`config.mk`:
```
export PLATFORM = sky130hd
export DESIGN_NAME = mem_arbiter
export DESIGN_NICKNAME = d
export VERILOG_FILES = /design/src/rtl/mem_arbiter.sv
export SDC_FILE = /design/constraint.sdc
export NUM_CORES = 1
export LEC_CHECK = 0
export CAP_MARGIN = 20
export CORE_MARGIN = 8
export CORE_UTILIZATION = 35
export DETAILED_ROUTE_END_ITERATION = 8
export DONT_BUFFER_PORTS = 1
export HOLD_SLACK_MARGIN = 0.06
export PLACE_DENSITY = 0.62
export SLEW_MARGIN = 25
export SYNTH_ARGS = -nofsm -noshare
export SYNTH_HDL_FRONTEND = slang
export SYNTH_SLANG_ARGS = --single-unit
```
`constraint.sdc`:
```
create_clock -name clk -period 1.7 [get_ports clk]
set_clock_uncertainty 0.15 [all_clocks]
set_input_delay 0.34 -clock clk [delete_from_list [all_inputs] [get_ports clk]]
set_output_delay 0.34 -clock clk [all_outputs]
set_load 0.1 [all_outputs]
```
`src/rtl/mem_arbiter.sv`:
```
// mem_arbiter: shares the byte-serial memory engine between instruction fetch and the load/store buffer
module mem_arbiter #(
  parameter int ADDR_WIDTH   = 32,
  parameter int LSB_ID_WIDTH = 3,
  parameter int STARVE_LIMIT = 4
) (
  input  logic                    clk,
  input  logic                    rst_in,
  input  logic                    rdy_in,
  input  logic                    flush,
  input  logic                    io_buffer_full,
  input  logic                    if_req,
  input  logic [ADDR_WIDTH-1:0]   if_addr,
  output logic                    if_gnt,
  output logic                    if_done,
  output logic [31:0]             if_data,
  input  logic                    lsb_req,
  input  logic                    lsb_we,
  input  logic [ADDR_WIDTH-1:0]   lsb_addr,
  input  logic [31:0]             lsb_wdata,
  input  logic [2:0]              lsb_funct3,
  input  logic [LSB_ID_WIDTH-1:0] lsb_id,
  output logic                    lsb_gnt,
  output logic                    lsb_done,
  output logic [LSB_ID_WIDTH-1:0] lsb_done_id,
  output logic [31:0]             lsb_rdata,
  output logic                    mem_busy,
  output logic                    eng_req,
  output logic                    eng_we,
  output logic [ADDR_WIDTH-1:0]   eng_addr,
  output logic [31:0]             eng_wdata,
  output logic [1:0]              eng_len,
  output logic                    eng_abort,
  input  logic                    eng_done,
  input  logic [31:0]             eng_rdata
);
  localparam int SW = $clog2(STARVE_LIMIT + 1);
  localparam logic [SW-1:0] LIM = SW'(STARVE_LIMIT);
  typedef enum logic [1:0] {IDLE, IO_WAIT, BUSY_IF, BUSY_LSB} state_t;
  state_t state_q, state_d;
  logic [SW-1:0] starve_q, starve_d;
  logic [2:0] f3_q, f3_d;
  logic [LSB_ID_WIDTH-1:0] id_q, id_d;
  logic if_gnt_q, if_gnt_d, if_done_q, if_done_d, lsb_gnt_q, lsb_gnt_d, lsb_done_q, lsb_done_d;
  logic busy_q, busy_d, eng_req_q, eng_req_d, eng_we_q, eng_we_d, eng_abort_q, eng_abort_d;
  logic [31:0] if_data_q, if_data_d, lsb_rdata_q, lsb_rdata_d, eng_wdata_q, eng_wdata_d;
  logic [ADDR_WIDTH-1:0] eng_addr_q, eng_addr_d;
  logic [1:0] eng_len_q, eng_len_d;
  logic io_block, lsb_win;
  logic [31:0] load_ext;
  assign if_gnt      = if_gnt_q;
  assign if_done     = if_done_q;
  assign if_data     = if_data_q;
  assign lsb_gnt     = lsb_gnt_q;
  assign lsb_done    = lsb_done_q;
  assign lsb_done_id = id_q;
  assign lsb_rdata   = lsb_rdata_q;
  assign mem_busy    = busy_q;
  assign eng_req     = eng_req_q;
  assign eng_we      = eng_we_q;
  assign eng_addr    = eng_addr_q;
  assign eng_wdata   = eng_wdata_q;
  assign eng_len     = eng_len_q;
  assign eng_abort   = eng_abort_q;
  // a store into UART space must wait while the output buffer is full; LSB wins unless fetch has starved
  always_comb begin
    io_block = lsb_we && (lsb_addr[17:16] == 2'b11) && io_buffer_full;
    lsb_win  = lsb_req && (!if_req || starve_q < LIM);
  end
  // sign or zero extension of the raw engine bytes by the latched access type
  always_comb begin
    load_ext = (f3_q[1:0] == 2'b00) ? {{24{~f3_q[2] & eng_rdata[7]}}, eng_rdata[7:0]} :
               (f3_q[1:0] == 2'b01) ? {{16{~f3_q[2] & eng_rdata[15]}}, eng_rdata[15:0]} : eng_rdata;
  end
  // arbitration, engine sequencing and flush handling; pulses default low, data holds
  always_comb begin
    state_d     = state_q;
    starve_d    = flush ? '0 : starve_q;
    f3_d        = f3_q;
    id_d        = id_q;
    if_gnt_d    = 1'b0;
    if_done_d   = 1'b0;
    if_data_d   = if_data_q;
    lsb_gnt_d   = 1'b0;
    lsb_done_d  = 1'b0;
    lsb_rdata_d = lsb_rdata_q;
    busy_d      = busy_q;
    eng_req_d   = 1'b0;
    eng_we_d    = eng_we_q;
    eng_addr_d  = eng_addr_q;
    eng_wdata_d = eng_wdata_q;
    eng_len_d   = eng_len_q;
    eng_abort_d = 1'b0;
    case (state_q)
      IDLE: begin
        if (!flush && lsb_win) begin
          lsb_gnt_d   = 1'b1;
          busy_d      = 1'b1;
          starve_d    = if_req ? starve_q + 1'b1 : '0;
          f3_d        = lsb_funct3;
          id_d        = lsb_id;
          eng_we_d    = lsb_we;
          eng_addr_d  = lsb_addr;
          eng_wdata_d = lsb_wdata;
          eng_len_d   = lsb_funct3[1] ? 2'd3 : {1'b0, lsb_funct3[0]};
          eng_req_d   = !io_block;
          state_d     = io_block ? IO_WAIT : BUSY_LSB;
        end else if (!flush && if_req) begin
          if_gnt_d    = 1'b1;
          starve_d    = '0;
          eng_we_d    = 1'b0;
          eng_addr_d  = if_addr;
          eng_wdata_d = '0;
          eng_len_d   = 2'd3;
          eng_req_d   = 1'b1;
          state_d     = BUSY_IF;
        end
      end
      IO_WAIT: begin
        if (!io_buffer_full) begin
          eng_req_d = 1'b1;
          state_d   = BUSY_LSB;
        end
      end
      BUSY_IF: begin
        if (flush) begin
          eng_abort_d = 1'b1;
          state_d     = IDLE;
        end else if (eng_done) begin
          if_done_d = 1'b1;
          if_data_d = eng_rdata;
          state_d   = IDLE;
        end
      end
      BUSY_LSB: begin
        if (flush && !eng_we_q) begin
          eng_abort_d = 1'b1;
          busy_d      = 1'b0;
          state_d     = IDLE;
        end else if (eng_done) begin
          lsb_done_d  = 1'b1;
          lsb_rdata_d = eng_we_q ? '0 : load_ext;
          busy_d      = 1'b0;
          state_d     = IDLE;
        end
      end
      default: state_d = IDLE;
    endcase
  end
  // all state and outputs registered; rdy_in low freezes everything
  always_ff @(posedge clk) begin
    if (rst_in) begin
      state_q     <= IDLE;
      starve_q    <= '0;
      f3_q        <= '0;
      id_q        <= '0;
      if_gnt_q    <= 1'b0;
      if_done_q   <= 1'b0;
      if_data_q   <= '0;
      lsb_gnt_q   <= 1'b0;
      lsb_done_q  <= 1'b0;
      lsb_rdata_q <= '0;
      busy_q      <= 1'b0;
      eng_req_q   <= 1'b0;
      eng_we_q    <= 1'b0;
      eng_addr_q  <= '0;
      eng_wdata_q <= '0;
      eng_len_q   <= '0;
      eng_abort_q <= 1'b0;
    end else if (rdy_in) begin
      state_q     <= state_d;
      starve_q    <= starve_d;
      f3_q        <= f3_d;
      id_q        <= id_d;
      if_gnt_q    <= if_gnt_d;
      if_done_q   <= if_done_d;
      if_data_q   <= if_data_d;
      lsb_gnt_q   <= lsb_gnt_d;
      lsb_done_q  <= lsb_done_d;
      lsb_rdata_q <= lsb_rdata_d;
      busy_q      <= busy_d;
      eng_req_q   <= eng_req_d;
      eng_we_q    <= eng_we_d;
      eng_addr_q  <= eng_addr_d;
      eng_wdata_q <= eng_wdata_d;
      eng_len_q   <= eng_len_d;
      eng_abort_q <= eng_abort_d;
    end
  end
endmodule

```
Word-level counts from Yosys, hierarchy flattened
Index checks and enable logic that the tools add are counted.
Widths: inputs -> output; s select.
{"block": "totals", "out_inout_bits": 141, "reg_bits": 149, "in_bits": 143}
{"block": "classes", "eq_ne": 9, "n_addsub": 1, "n_reduce_logical": 21, "muxes": 45, "magnitude_cmp": 1, "n_bitwise": 5}
{"op": "$mux 32", "n": 7}
{"op": "$mux 2", "n": 10}
{"op": "$mux 1", "n": 19}
{"op": "$mux 3", "n": 5}
{"op": "$reduce_and 4->1", "n": 3}
{"op": "$reduce_and 3->1", "n": 3}
{"op": "$pmux 2 s4", "n": 1}
{"op": "$eq 2x2->1 const B", "n": 3}
{"op": "$logic_and 1x1->1", "n": 6}
{"op": "$ne 3x3->1 const B", "n": 2}
{"op": "$pmux 1 s2", "n": 3}
{"op": "$eq 2x1->1 const B", "n": 2}
{"op": "$logic_not 1->1", "n": 4}
{"op": "$logic_not 2->1", "n": 2}
{"op": "$ne 2x2->1 const B", "n": 2}
{"op": "$reduce_bool 2->1", "n": 2}
{"op": "$add 3x1->3 const B", "n": 1}
{"op": "$lt 3x3->1 const B", "n": 1}
{"op": "$not 1->1", "n": 3}
{"op": "$and 1x1->1", "n": 2}
{"op": "$logic_or 1x1->1", "n": 1}

Logic depth before layout (Yosys ltp)
Gate-level depths: netlist (run 1).
{"block": "depth", "word_depth": 6, "mapped_depth": 7, "ltp_nobuf": 4}

Worst setup path before layout (run 1)
Ideal clock, no wire load.
{"block": "synth_timing", "path_type": "reg2reg", "from": "register eng_we_q (netlist: eng_we)", "to": "register lsb_rdata_q[22] (netlist: lsb_rdata[22])", "path_slack_ps": -555, "setup_time_ps": 116, "synth_period_minus_slack_ps": 2255, "n_path_buf": 1, "path_stages_with_launch": 6, "arrival_ps": 1989, "path_cell_list": "dfxtp_1 -> nor2b_1 -> nor2_4 -> nor2_1 -> buf_2 -> o2bb2ai_2"}
{"block": "synth_between", "elab_chain_cells": 4, "elab_cells_between_ends": 5}
{"element": "from (decl)", "line": "45", "text": "logic busy_q, busy_d, eng_req_q, eng_req_d, eng_we_q, eng_we_d, eng_abort_q, eng_abort_d;"}
{"element": "from (signal assigned)", "line": "183", "text": "eng_we_q <= eng_we_d;"}
{"element": "$logic_not 1->1", "line": "136", "text": "if (flush && !eng_we_q) begin"}
{"element": "$logic_and 1x1->1", "line": "136"}
{"element": "$not 1->1 (no source line)"}
{"element": "$reduce_and 4->1 (no source line)"}
{"element": "to (signal assigned)", "line": "180", "text": "lsb_rdata_q <= lsb_rdata_d;"}
{"element": "to (decl)", "line": "46", "text": "logic [31:0] if_data_q, if_data_d, lsb_rdata_q, lsb_rdata_d, eng_wdata_q, eng_wdata_d;"}
Several ways; a longest one is shown, not always the timed one.
A chain may end at the register's enable or synchronous reset.

Worst setup path after layout (run 1)
{"block": "layout_timing", "from": "register state_q[0]", "to": "register if_data_q[19] (netlist: if_data[19])"}
{"block": "layout_between", "elab_chain_cells": 2}
{"element": "from (decl)", "line": "40", "text": "state_t state_q, state_d;"}
{"element": "from (signal assigned)", "line": "171", "text": "state_q <= state_d;"}
{"element": "$eq 2x2->1", "line": "94", "text": "case (state_q)"}
{"element": "$reduce_and 4->1 (no source line)"}
{"element": "to (signal assigned)", "line": "177", "text": "if_data_q <= if_data_d;"}
{"element": "to (decl)", "line": "46"}
No other way between the ends.

==> results of run 1 <==
## metrics by stage
step / area [um2] / hold slack [ps]
2_1_floorplan: 5844 / 294.6
3_3_place_gp: 7259 / 270.9
3_5_place_dp: 7264 / 271.5
4_1_cts: 8369 / -172.0
5_1_grt: 8818 / -189.4
6_report: 8818 / -139.1
## placed cells by master, fill, tap and decap left out, drive strengths merged, types with 3 or more instances in the layout
cell         netlist  routed
buf               24     183
nand2            165     165
dfxtp            149     149
nor2              74      75
a21oi             67      67
a311oi            32      32
nor2b             27      27
nand3             25      25
dlygate4sd3        0      25
o2bb2ai           24      24
clkbuf            33      22
a22oi             15      15
mux2i              8       8
or4                3       5
clkinvlp           0       5
clkinv             0       5
nor3               4       4
inv                2       4
nor4               3       3
or3                3       3
## flip-flops by register name, summed over array words and instances, names as in the netlist, 2 cells and up
register	cells
eng_addr	32
eng_len	2
eng_wdata	32
f3_q	3
if_data	32
lsb_done_id	3
lsb_rdata	32
starve_q	3
state_q	2
## worst max-delay path, delay by kind of cell, from the launching register on
kind	cells	cell delay, ps
compound gates	1	60
buf+inv	3	430
flops	1	320
simple gates	3	690
## layer usage
| layer | global-route usage (%) | part of all wire, % |
|---|---|---|
| met1 | 21.45 | 39 |
| met2 | 31.64 | 49 |
| met3 | 8.793 | 11 |
| met4 | 6.024 | 1.3 |
| met5 | 0 | 0 |
## kinds of logic (layout without fill, tap and decap cells)
logic type | Yosys count | count (layout) | share of synthesized area (%)
DFF | 149 | 149 | 51.35
buffers and inverters | 59 | 246 | 4.781
and+or+nand+nor | 313 | 316 | 23.67
muxes | 8 | 8 | 1.378
AOI/OAI and AO/OA | 149 | 149 | 18.61
adders and majority gates | 1 | 1 | 0.2153
## final cells by class
type,count,area [um2]
clock buffer,18,439.2
tap,220,275.3
clock inverter,14,153.9
fill,1499,7589
inverter,2,7.507
multi-input combinational,474,2995
sequential,149,2989
timing repair buffer,212,1958
## worst max path at each step
stage                          endpoint  slack (ps)  cells past startpoint
final                       if_data[19]         -90                      7
after global routing       eng_addr[16]        -140                      8
after CTS                 lsb_rdata[28]         -90                      4
after detailed placement  lsb_rdata[17]        -110                      4
after global placement    lsb_rdata[16]        -320                      4
after floorplan           lsb_rdata[22]        -110                      5
## report_power, final
group	internal [mW]	leakage, nW	switching [mW]	total (mW)
Clock	2.22	0.276	1.54	3.75
Sequential	3.59	1.21	0.0501	3.64
Combinational	0.420	1.93	1.01	1.43
## timing repair
| item | in CTS | in global routing |
|---|---|---|
| endpoints found under the setup margin | 114 | 127 |
| buffers inserted | 1 | 4 |
| gates cloned | 5 | 6 |
| resized for setup | 47 | 79 |
| pin swaps | 28 | 33 |
| hold endpoints to repair | 149 | 137 |
==> reports/results.tsv, run 1 <==
metric	value	unit
worstPathRequired	1830	ps
grt_usage	19.11	%
path_max_fanout	15	
post_route_cells_drive_above_1_share	37.74	%
clk-insertion-delay-late	410	ps
r2r-start	state_q[0]	
powerDensity	1000	mW/mm2
period_minus_slack	1794	ps
failed_checks	negative hold slack, negative setup slack	
hp-start	rst_in	
setup_viol	78	
synth_most_common_cell	nand2_1	
holdBufCountCts	25	
dpl.hpwl	13960	um
fin_ws	-93.92	ps
total_power	8.819	mW
antenna_found_initial	0	
end_kind	flop	
cts-root-buf	clkbuf_16	
status	complete, but fails checks	
worst_slew_pin_slew	796.6	ps
synth_cell_types	43	
synth.top_cells.by_count	nand2_1, dfxtp_1, nor2_1	
routed_wirelength	21130	um
grt_pass1_vias	5532	
gp_congestion	0.8034	
clkSlewWorstSetupHoldPaths	60	ps
avgSynthCellArea	8.556	um2
drc_errors	0	
cp_slowest_stage_delay	450	ps
rsz0062_at_grt	yes	
area_growth	51.80	%
seq_area_frac_synth	51.35	%
dp_slack	-108.4	ps
critPathLaunchType	flop	
dieArea	0.02098	mm2
diodes	0	
utilization	53.75	%
clockBufferDepth	2	
synth_top_area_share	51.35	%
critPathKind	reg2reg	
drtIter0Drc	237	
synthArstFlopShare	0	%
grt_overflow	0	
timing.fmax	557.4	MHz
regToRegEndpoint	if_data[19]	
dp_cells	1016	
syn-num-nets	823	
holdWs	-139.1	ps
power_leakage	3.420	nW
fp-row-count	47	
dieHeight	144.8	um
drv_cap	0	
cpMostUsedCell	buf_6	
rr_worst_depth	7	
worstPathCellList	buf_6, nand2b_4, buf_6, or3_4, buf_12, nand2_1, a21oi_1	
core_area	0.01641	mm2
synth.cell_area	0.005809	mm2
ant_nets	0	
htreeDepth	4	
cts_tree	done	
cts_made_buffers	17	
grt_pass1_wl	30730	um
cts.sinks	149	
slew_viol_final	0	
start_util	35.41	%
syn_inst	679	
slew_headroom	46.84	%
io_pins	284	
numPortBuffers	0	
final.period_utilization	105.5	%
ys_ff_latch	149	
min_path_type	in2reg	
die_x	144.8	um
synth.largest_area_cell	dfxtp_1	
synth-edff-count	0	
finalHoldViolCount	93	
crit_start	state_q[0]	
via_per_inst	5.083	
critPathSlowestCell	or3_4	
grt_max_degree	128	
peakVddDrop	0.6392	mV
vias	5535	
firstDrtPassIters	4	
min_to	if_data[26]	
fin_tns_setup	-3703	ps
wl_per_cell	19.40	um
fin_nets	1000	
hold_depth	1	
synthFlopType	dfxtp_1	
yosysWarnings	0	
arrival	1930	ps
r2r_setup_slack	-90	ps
fin_cells	1089	
synthTopCellsByArea	dfxtp_1, nand2_1, a21oi_1	
No activity file was read; power rests on OpenSTA's default activity.
==> run 2: changes to the inputs <==
Settings changed: CORE_UTILIZATION 35 to 55, PLACE_DENSITY 0.62 to 0.84, SLEW_MARGIN 25 to not set.
==> run 2 against run 1 <==
The flow still finishes with violations (negative hold slack, negative setup slack). Core utilization is 32 points higher. Die area is 33% lower. Clock power is 10% higher. Sequential share of layout area is 0.18 points higher. Non-clock buffer count stayed put. Combinational power is 7% higher. Total power is 5.7% higher. Clock-buffer cell count is 3 higher. Via count is 15% higher. Critical endpoint is now eng_wdata[1].
==> reports/results.tsv, run 2 (synthesis results as in run 1) <==
metric	value	unit
status	complete, but fails checks	
failed_checks	negative hold slack, negative setup slack	
arrival	2170	ps
fin_tns_setup	-3749	ps
worstPathCellList	nand2b_4, nor4_4, buf_4, buf_12, nand3_1, a21oi_1	
area_growth	51.43	%
timing.fmax	531.2	MHz
final.period_utilization	110.7	%
critPathKind	reg2reg	
grt_usage	28.73	%
slew_viol_final	0	
end_kind	flop	
routed_wirelength	24740	um
rsz0062_at_grt	yes	
powerDensity	1059	mW/mm2
dp_cells	920	
drc_errors	0	
min_path_type	in2reg	
nFillCells	482	
setup_viol	73	
slew_headroom	52.51	%
clk-insertion-delay-late	510	ps
dp_slack	-162.9	ps
ant_nets	0	
cp_slowest_stage_delay	340	ps
critPathLaunchType	flop	
firstDrtPassIters	5	
core_area	0.01028	mm2
io_pins	284	
grt_overflow	0	
via_per_inst	6.327	
diodes	0	
grt_pass1_vias	6073	
fin_area	0.008797	mm2
numPortBuffers	0	
fin_ws	-182.7	ps
htreeDepth	4	
grt_pass1_wl	32610	um
drtIter0Drc	607	
gp_congestion	0.8655	
dieHeight	118.8	um
dpl.hpwl	13990	um
drv_cap	0	
vias	6340	
worst_slew_pin_slew	709.7	ps
wl_per_cell	24.69	um
dieArea	0.01411	mm2
period_minus_slack	1883	ps
power_leakage	3.469	nW
total_power	9.320	mW
fin_nets	1000	
cts_made_buffers	17	
start_util	56.53	%
holdWs	-244.8	ps
peakVddDrop	0.7362	mV
cts-root-buf	clkbuf_8	
grt_max_degree	128	
critPathSlowestCell	nor4_4	
path_max_fanout	42	
utilization	85.60	%
antenna_found_initial	1	
final_common_cell	nand2_1	
post_route_cells_drive_above_1_share	34.53	%
cts.sinks	149	
clockBufferDepth	2	
cp.buffers_inverters	2	
fp-row-count	37	
cts_tree	done	
cp_top_family	simple AND/OR/NAND/NOR gates	
final_cell_mix	nand2_1, dfxtp_1, buf_4	
fin_cells	1002	
die_x	118.8	um
clkSlewWorstSetupHoldPaths	60	ps
placedInstanceArea	0.007039	mm2
finalHoldViolCount	125	
worstPathRequired	1990	ps
run 2: layout make-up:
class / instances / area, um2 / share of cell area, %
sequential: 149 / 2998 / 34.08
tap: 136 / 170.2 / 1.934
inverter: 2 / 7.507 / 0.08534
clock buffer: 21 / 470.5 / 5.348
clock inverter: 8 / 171.4 / 1.949
multi-input combinational: 474 / 2938 / 33.39
timing repair buffer: 212 / 2042 / 23.21
run 2: path summary, 6_finish.rpt:
kind | startpoint | end | slack, ps | cells after the start
worst min register to register | if_data[5] | if_data[5] | 310 | 2
worst max-delay path | state_q[0] | eng_wdata[1] | -180 | 6
worst min-delay path | rst_in | if_data[22] | -240 | 1
worst max register to register | state_q[0] | eng_wdata[1] | -180 | 6
run 2: worst reg2reg max path: stages (launching register included):
cell,delay (ps)
dfxtp_2,330
nand2b_4,190
nor4_4,350
buf_4,200
buf_12,230
nand3_1,180
a21oi_1,190
run 2: timing repair:
action / in CTS / in global routing
setup endpoints to repair: 39 / 95
pin swaps: 11 / 59
hold endpoints to repair: 149 / 143
hold buffers: 25 / 1
cloned: 1 / 15
resized for setup: 16 / 109
setup buffers: 2 / 9
run 2: power breakdown:
group / total (mW) / internal, mW / switching [mW]
registers: 3.66 / 3.59 / 0.0701
logic: 1.53 / 0.452 / 1.08
clock network: 4.13 / 2.68 / 1.45
run 2: layer usage:
metal	GRT usage [%]	wire length, um	part of all wire (%)	up-vias
met3	12.04	2768	11	97
met1	27.55	8268	33	3069
met5	0	17	0.069	-
li1	-	-	-	2703
met4	14.78	1051	4.2	2
met2	51.71	12630	51	469
